===== src/rtl/spi_bus_queued_master_pkg.sv =====
// Shared types and sizing helpers for the queued SPI register-access master.
package spi_bus_pkg;

    typedef enum logic [2:0] {
        IDLE,
        SETUP,
        SHIFT,
        HOLD,
        GAP
    } spi_state_e;

    // Serial frame: address, write flag, data.
    function automatic int frame_bits(input int addr_w, input int data_w);
        return addr_w + 1 + data_w;
    endfunction

    // Queued command word: {write, addr, wdata}.
    function automatic int cmd_bits(input int addr_w, input int data_w);
        return 1 + addr_w + data_w;
    endfunction

endpackage


===== src/rtl/spi_bus_queued_master_fifo.sv =====
// Synchronous command FIFO with registered full, empty and level flags.
module spi_cmd_fifo
    import spi_bus_pkg::*;
#(
    parameter  int WIDTH = 26,
    parameter  int DEPTH = 8,
    localparam int PTR_W = $clog2(DEPTH),
    localparam int LVL_W = $clog2(DEPTH) + 1
) (
    input  logic             clk,
    input  logic             rst_n,
    input  logic             push_i,
    input  logic             pop_i,
    input  logic [WIDTH-1:0] wdata_i,
    output logic [WIDTH-1:0] rdata_o,
    output logic             full_o,
    output logic             empty_o,
    output logic [LVL_W-1:0] level_o
);

    logic [WIDTH-1:0] mem_q [DEPTH];
    logic [PTR_W-1:0] wr_ptr_q, rd_ptr_q;
    logic [LVL_W-1:0] level_q, level_d;
    logic             full_q, empty_q;
    logic             push_ok, pop_ok;

    assign push_ok = push_i && !full_q;
    assign pop_ok  = pop_i && !empty_q;
    assign level_d = level_q + {{(LVL_W-1){1'b0}}, push_ok} - {{(LVL_W-1){1'b0}}, pop_ok};

    // NOTE: the storage array has no reset; only pointers and flags define what is valid.
    always_ff @(posedge clk) begin
        if (push_ok) mem_q[wr_ptr_q] <= wdata_i;
    end

    // NOTE: all sequential state uses non-blocking assignments so every register samples pre-edge values.
    always_ff @(posedge clk or negedge rst_n) begin
        if (!rst_n) begin
            wr_ptr_q <= '0;
            rd_ptr_q <= '0;
            level_q  <= '0;
            full_q   <= 1'b0;
            empty_q  <= 1'b1;
        end else begin
            if (push_ok) wr_ptr_q <= wr_ptr_q + 1'b1;
            if (pop_ok)  rd_ptr_q <= rd_ptr_q + 1'b1;
            level_q <= level_d;
            full_q  <= (level_d == LVL_W'(DEPTH));
            empty_q <= (level_d == '0);
        end
    end

    assign rdata_o = mem_q[rd_ptr_q];
    assign full_o  = full_q;
    assign empty_o = empty_q;
    assign level_o = level_q;

endmodule


===== src/rtl/spi_bus_queued_master.sv =====
// Queued SPI mode-0 master: commands are buffered in a FIFO and serialised as
// {addr, W, data} frames; read frames return the MISO data with a one-cycle strobe.
module spi_bus_queued_master
    import spi_bus_pkg::*;
#(
    parameter  int ADDR_W     = 9,
    parameter  int DATA_W     = 16,
    parameter  int CLK_DIV    = 2,
    parameter  int FIFO_DEPTH = 8,
    parameter  int SS_GAP     = 4,
    localparam int LVL_W      = $clog2(FIFO_DEPTH) + 1
) (
    input  logic              clk_input,
    input  logic              reset_n,
    input  logic              cmd_valid,
    output logic              cmd_ready,
    input  logic              cmd_write,
    input  logic [ADDR_W-1:0] cmd_addr,
    input  logic [DATA_W-1:0] cmd_wdata,
    output logic              rd_valid,
    output logic [ADDR_W-1:0] rd_addr,
    output logic [DATA_W-1:0] rd_data,
    output logic              busy,
    output logic [LVL_W-1:0]  fifo_level,
    output logic              SCLK,
    output logic              SS_N,
    output logic              MOSI,
    input  logic              MISO
);

    localparam int FB      = frame_bits(ADDR_W, DATA_W);
    localparam int CMD_W   = cmd_bits(ADDR_W, DATA_W);
    localparam int CNT_MAX = (CLK_DIV > SS_GAP) ? CLK_DIV : SS_GAP;
    localparam int CNT_W   = $clog2(CNT_MAX + 1);
    localparam int BIT_W   = $clog2(FB + 1);

    localparam logic [CNT_W-1:0] DIV_LAST   = CNT_W'(CLK_DIV - 1);
    localparam logic [CNT_W-1:0] GAP_LAST   = CNT_W'((SS_GAP > 1) ? SS_GAP - 2 : 0);
    localparam logic [BIT_W-1:0] DATA_START = BIT_W'(ADDR_W + 1);
    localparam logic [BIT_W-1:0] BITS_DONE  = BIT_W'(FB);

    spi_state_e        state_q, state_d;
    logic [CNT_W-1:0]  cnt_q, cnt_d;
    logic [BIT_W-1:0]  bit_q, bit_d;
    logic [FB-1:0]     tx_q, tx_d;
    logic [DATA_W-1:0] rx_q, rx_d;
    logic [ADDR_W-1:0] addr_q, addr_d;
    logic              is_read_q, is_read_d;
    logic              sclk_q, sclk_d, ss_n_q, ss_n_d, mosi_q, mosi_d;
    logic              rd_valid_q, rd_valid_d;
    logic [ADDR_W-1:0] rd_addr_q, rd_addr_d;
    logic [DATA_W-1:0] rd_data_q, rd_data_d;

    logic              pop;
    logic              fifo_full, fifo_empty;
    logic [CMD_W-1:0]  head;
    logic              head_write;
    logic [ADDR_W-1:0] head_addr;
    logic [FB-1:0]     head_frame;

    spi_cmd_fifo #(.WIDTH(CMD_W), .DEPTH(FIFO_DEPTH)) u_fifo (
        .clk     (clk_input),
        .rst_n   (reset_n),
        .push_i  (cmd_valid),
        .pop_i   (pop),
        .wdata_i ({cmd_write, cmd_addr, cmd_wdata}),
        .rdata_o (head),
        .full_o  (fifo_full),
        .empty_o (fifo_empty),
        .level_o (fifo_level)
    );

    // Read frames shift zeros during the data phase.
    assign head_write = head[CMD_W-1];
    assign head_addr  = head[CMD_W-2 -: ADDR_W];
    assign head_frame = {head_addr, head_write, head_write ? head[DATA_W-1:0] : {DATA_W{1'b0}}};

    // NOTE: every always_comb output gets its default first, so no path can infer a latch.
    always_comb begin
        state_d    = state_q;
        cnt_d      = cnt_q + 1'b1;
        bit_d      = bit_q;
        tx_d       = tx_q;
        rx_d       = rx_q;
        addr_d     = addr_q;
        is_read_d  = is_read_q;
        sclk_d     = sclk_q;
        ss_n_d     = ss_n_q;
        mosi_d     = mosi_q;
        rd_valid_d = 1'b0;
        rd_addr_d  = rd_addr_q;
        rd_data_d  = rd_data_q;
        pop        = 1'b0;

        case (state_q)
            IDLE: begin
                cnt_d = '0;
                if (!fifo_empty) begin
                    pop       = 1'b1;
                    ss_n_d    = 1'b0;
                    tx_d      = head_frame;
                    mosi_d    = head_frame[FB-1];
                    addr_d    = head_addr;
                    is_read_d = !head_write;
                    bit_d     = '0;
                    state_d   = SETUP;
                end
            end
            SETUP: begin
                if (cnt_q == DIV_LAST) begin
                    cnt_d   = '0;
                    sclk_d  = 1'b1;
                    state_d = SHIFT;
                end
            end
            SHIFT: begin
                if (cnt_q == DIV_LAST) begin
                    cnt_d = '0;
                    if (sclk_q) begin
                        sclk_d = 1'b0;
                        tx_d   = tx_q << 1;
                        mosi_d = tx_q[FB-2];
                        bit_d  = bit_q + 1'b1;
                    end else if (bit_q == BITS_DONE) begin
                        state_d = HOLD;
                    end else begin
                        // Rising edge: MISO has been stable since the previous falling edge.
                        sclk_d = 1'b1;
                        if (bit_q >= DATA_START) rx_d = {rx_q[DATA_W-2:0], MISO};
                    end
                end
            end
            HOLD: begin
                if (cnt_q == DIV_LAST) begin
                    cnt_d   = '0;
                    ss_n_d  = 1'b1;
                    state_d = (SS_GAP > 1) ? GAP : IDLE;
                    if (is_read_q) begin
                        rd_valid_d = 1'b1;
                        rd_addr_d  = addr_q;
                        rd_data_d  = rx_q;
                    end
                end
            end
            GAP: begin
                // The IDLE cycle that pops the next entry is the last high cycle of the gap.
                if (cnt_q == GAP_LAST) begin
                    cnt_d   = '0;
                    state_d = IDLE;
                end
            end
            default: state_d = IDLE;
        endcase
    end

    always_ff @(posedge clk_input or negedge reset_n) begin
        if (!reset_n) begin
            state_q    <= IDLE;
            cnt_q      <= '0;
            bit_q      <= '0;
            tx_q       <= '0;
            rx_q       <= '0;
            addr_q     <= '0;
            is_read_q  <= 1'b0;
            sclk_q     <= 1'b0;
            ss_n_q     <= 1'b1;
            mosi_q     <= 1'b0;
            rd_valid_q <= 1'b0;
            rd_addr_q  <= '0;
            rd_data_q  <= '0;
        end else begin
            state_q    <= state_d;
            cnt_q      <= cnt_d;
            bit_q      <= bit_d;
            tx_q       <= tx_d;
            rx_q       <= rx_d;
            addr_q     <= addr_d;
            is_read_q  <= is_read_d;
            sclk_q     <= sclk_d;
            ss_n_q     <= ss_n_d;
            mosi_q     <= mosi_d;
            rd_valid_q <= rd_valid_d;
            rd_addr_q  <= rd_addr_d;
            rd_data_q  <= rd_data_d;
        end
    end

    assign cmd_ready = !fifo_full;
    assign busy      = !ss_n_q || !fifo_empty;
    assign rd_valid  = rd_valid_q;
    assign rd_addr   = rd_addr_q;
    assign rd_data   = rd_data_q;
    assign SCLK      = sclk_q;
    assign SS_N      = ss_n_q;
    assign MOSI      = mosi_q;

endmodule


===== config.mk =====
export PLATFORM = sky130hd
export DESIGN_NAME = spi_bus_queued_master
export DESIGN_NICKNAME = d
export VERILOG_FILES = /design/src/rtl/spi_bus_queued_master_pkg.sv /design/src/rtl/spi_bus_queued_master_fifo.sv /design/src/rtl/spi_bus_queued_master.sv
export SDC_FILE = /design/constraint.sdc
export NUM_CORES = 1
export LEC_CHECK = 0
export ABC_AREA = 1
export CAP_MARGIN = 20
export CORE_MARGIN = 1
export CORE_UTILIZATION = 55
export CTS_CLUSTER_DIAMETER = 150
export DETAILED_ROUTE_END_ITERATION = 6
export GPL_TIMING_DRIVEN = 0
export PLACE_DENSITY = 0.7
export SYNTH_ARGS = -nofsm -noshare
export SYNTH_HDL_FRONTEND = slang
export SYNTH_SLANG_ARGS = --single-unit

===== constraint.sdc =====
create_clock -name clk_input -period 3.2 [get_ports clk_input]
set_clock_uncertainty 0.05 [all_clocks]
set_input_delay 0.64 -clock clk_input [delete_from_list [all_inputs] [get_ports clk_input]]
set_output_delay 0.64 -clock clk_input [all_outputs]
set_load 0.05 [all_outputs]

==> out/metrics.cfg <==
[outcome]
outcome=finished clean

[grt]
grt_pass1_vias=8782
grtUsageMet2_pct=41.9
grt_busiest_layer=met2
grt_start_max_net_pins=57
grt_remaining_overflow=0
met1_usage_pct=33.4
grt_pass1_wl_mm=46.5
use_met3_pct=3.28
antenna_found_initial=0
grtUsageTotal_pct=24.7

[route]
wl_per_cell_um=16.9
viasPerCell=5.18
drt_iter0_drc=643
drtPass1Iterations=5
ant_nets=0
drt_wl_total_mm=29.6
drc_errors=0
num_vias=9083

[timing]
fmax_mhz=347
slew_viol_final=0
final_period_minus_worst_setup_slack_ns=2.88
hold_viol=0
layout_setup_ws_ns=0.320
fin_crit_sh_pct=90.0
setup_viol_count_final=0
rsz0062_at_grt=no
hold_slack_ns=0.0554
max-slew-margin-rel_pct=34.3
worst_pin_slew_ns=0.983

[cts]
root_buffer=clkbuf_16
cts_resized=0
path_clk_slew_ns=0.06
clk-insertion-delay-late_ns=0.56
cts_setup_buffers=0
clk_path_buf_depth=3
clock-sinks=311
ctsHoldBuffers=0
htree_levels=1
cts_tree=yes
cts_made_buffers=31

[floorplan]
die_w_um=158
row_count=56
coreArea_um2=23600
die_h_um=158
io_pins=65
die-area_um2=24900
start_util_pct=56.5

[synthesis]
ys_ff_latch=311
syn_area_um2=13300
async_flop_share_pct=33.1
synth_cell_types=39
yosysWarningCount=0
synth_edf_count=208
avgSynthCellArea_um2=10.2
synth_seq_area_share_pct=66.1
synthCells=1311
synth_ff_type=edfxtp_1
synth_nets=1353

[pwr]
power_density_nw_per_um2=608
p_total_mw=9.48
power_leakage_nw=6.68
vdd_drop_max_mv=0.457

[cells_and_area]
utilization_pct=66.1
n_antenna_cell=0
final_common_cell=nand2_1
syn2layout_area_growth_pct=16.8
final_nets=1455
drive_above_1_share_pct=10.2
layout_common_cells=nand2_1, edfxtp_1, inv_1, nor2_1, dfrtp_1
instances_no_fill=1755

[worst_setup_path]
worst-endpoint-required_ns=3.63
worstPathArrival_ns=3.31
start_kind=flip-flop
reg2reg_depth=12
crit_type=flip-flop to flip-flop
crit_path_end_kind=flip-flop
cp_max_fo=19

[worst_hold_path]
hold_class=primary input to async pin

[placement]
dp.final_hpwl_mm=19.5
dp_cells=1700
place_congestion=0.813
io_buffers=64
pre_cts_slack_ns=-0.0471

[run]
cap_violations=0

-- logic make-up after synthesis --
family / count (synthesis) / share of synthesized area [%]
AO/OA/AOI/OAI: 149 / 6.60
AND/OR/NAND/NOR: 591 / 18.2
XOR/XNOR: 9 / 0.591
adder cells (fa/ha/maj): 12 / 1.18
flip-flops: 311 / 66.1
buffers and inverters: 239 / 7.34
-- synth_stat cells, types with 2 or more instances --
library cell  count  area share (%)
xor2_1            6            0.39
dfstp_2           2            0.39
dfrtp_1         101              19
nand2_1         359              10
buf_1            10            0.28
edfxtp_1        208              47
nor2_4            2            0.17
xnor2_1           3            0.20
inv_1           171             4.8
inv_2             8            0.22
o21ai_0          63             2.4
buf_2            27             1.0
nand3_1          91             3.4
buf_4             2            0.11
o31ai_1           2            0.11
o21ai_1          16            0.60
nand2_2           7            0.33
a21oi_2          20             1.3
ha_1             11             1.0
a21oi_1          31             1.2
o21ai_2          11            0.72
buf_6             4            0.34
o22ai_1           3            0.14
clkbuf_1         15            0.42
nor2_1          123             3.5
nand2_4           2            0.17
-- metal layers --
layer | share of wire, % | vias to the layer above
li1 | - | 4433
met4 | 2.1 | 0
met3 | 5.5 | 44
met2 | 49 | 272
met5 | 0 | -
met1 | 43 | 4334
-- area by class of cell --
type,instances,area [µm²]
buffer,58,300
clock buffer,38,802
clock inverter,18,210
fill,1808,8020
inverter,180,676
multi-input combinational,761,3600
sequential,311,8830
tap,319,399
timing repair buffer,70,781
-- where the power goes --
group | internal (mW) | total (mW) | switching, mW | leakage (nW)
sequential | 4.71 | 4.81 | 0.0990 | 3.24
combinational | 0.313 | 1.03 | 0.715 | 2.95
clock | 2.17 | 3.65 | 1.48 | 0.496
total | 7.19 | 9.48 | 2.29 | 6.68
-- sequential cells by signal, summed over array words and instances, names as in the netlist, 3 cells and up --
| name | flops |
|---|---|
| u_fifo.mem_q | 208 |
| tx_q | 25 |
| rd_data | 16 |
| rx_q | 16 |
| addr_q | 9 |
| rd_addr | 9 |
| bit_q | 5 |
| u_fifo.level_o | 4 |
| cnt_q | 3 |
| state_q | 3 |
| u_fifo.rd_ptr_q | 3 |
| u_fifo.wr_ptr_q | 3 |
-- worst max-delay path, stage by stage, from the launching register on --
cell and delay (ns):
dfrtp_1 0.44, nor2_1 0.12, nand2_1 0.05, nor2_1 0.14, buf_2 0.37, ha_1 0.30
inv_1 0.06, ha_1 0.17, inv_1 0.06, fa_1 0.48, inv_1 0.05, or3_1 0.38
nor2_1 0.12
-- metrics by stage --
step,TNS (ns),area (µm²)
after floorplan,0,13300
after global placement,-432.97,14400
after detailed placement,-0.0656,14600
after CTS,0,15600
after global routing,0,15600
final,0,15600
-- worst paths after layout --
check                      startpoint              to  slack [ns]
max                        state_q[0]   u_fifo.full_o        0.32
min                           reset_n      rd_data[4]        0.06
max reg2reg                state_q[0]   u_fifo.full_o        0.32
min reg2reg                   rx_q[0]         rx_q[0]        0.42
max in group asynchronous     reset_n  u_fifo.empty_o        2.30
min in group clk_input        rx_q[0]         rx_q[0]        0.42
No activity file was read; power rests on OpenSTA's default activity.
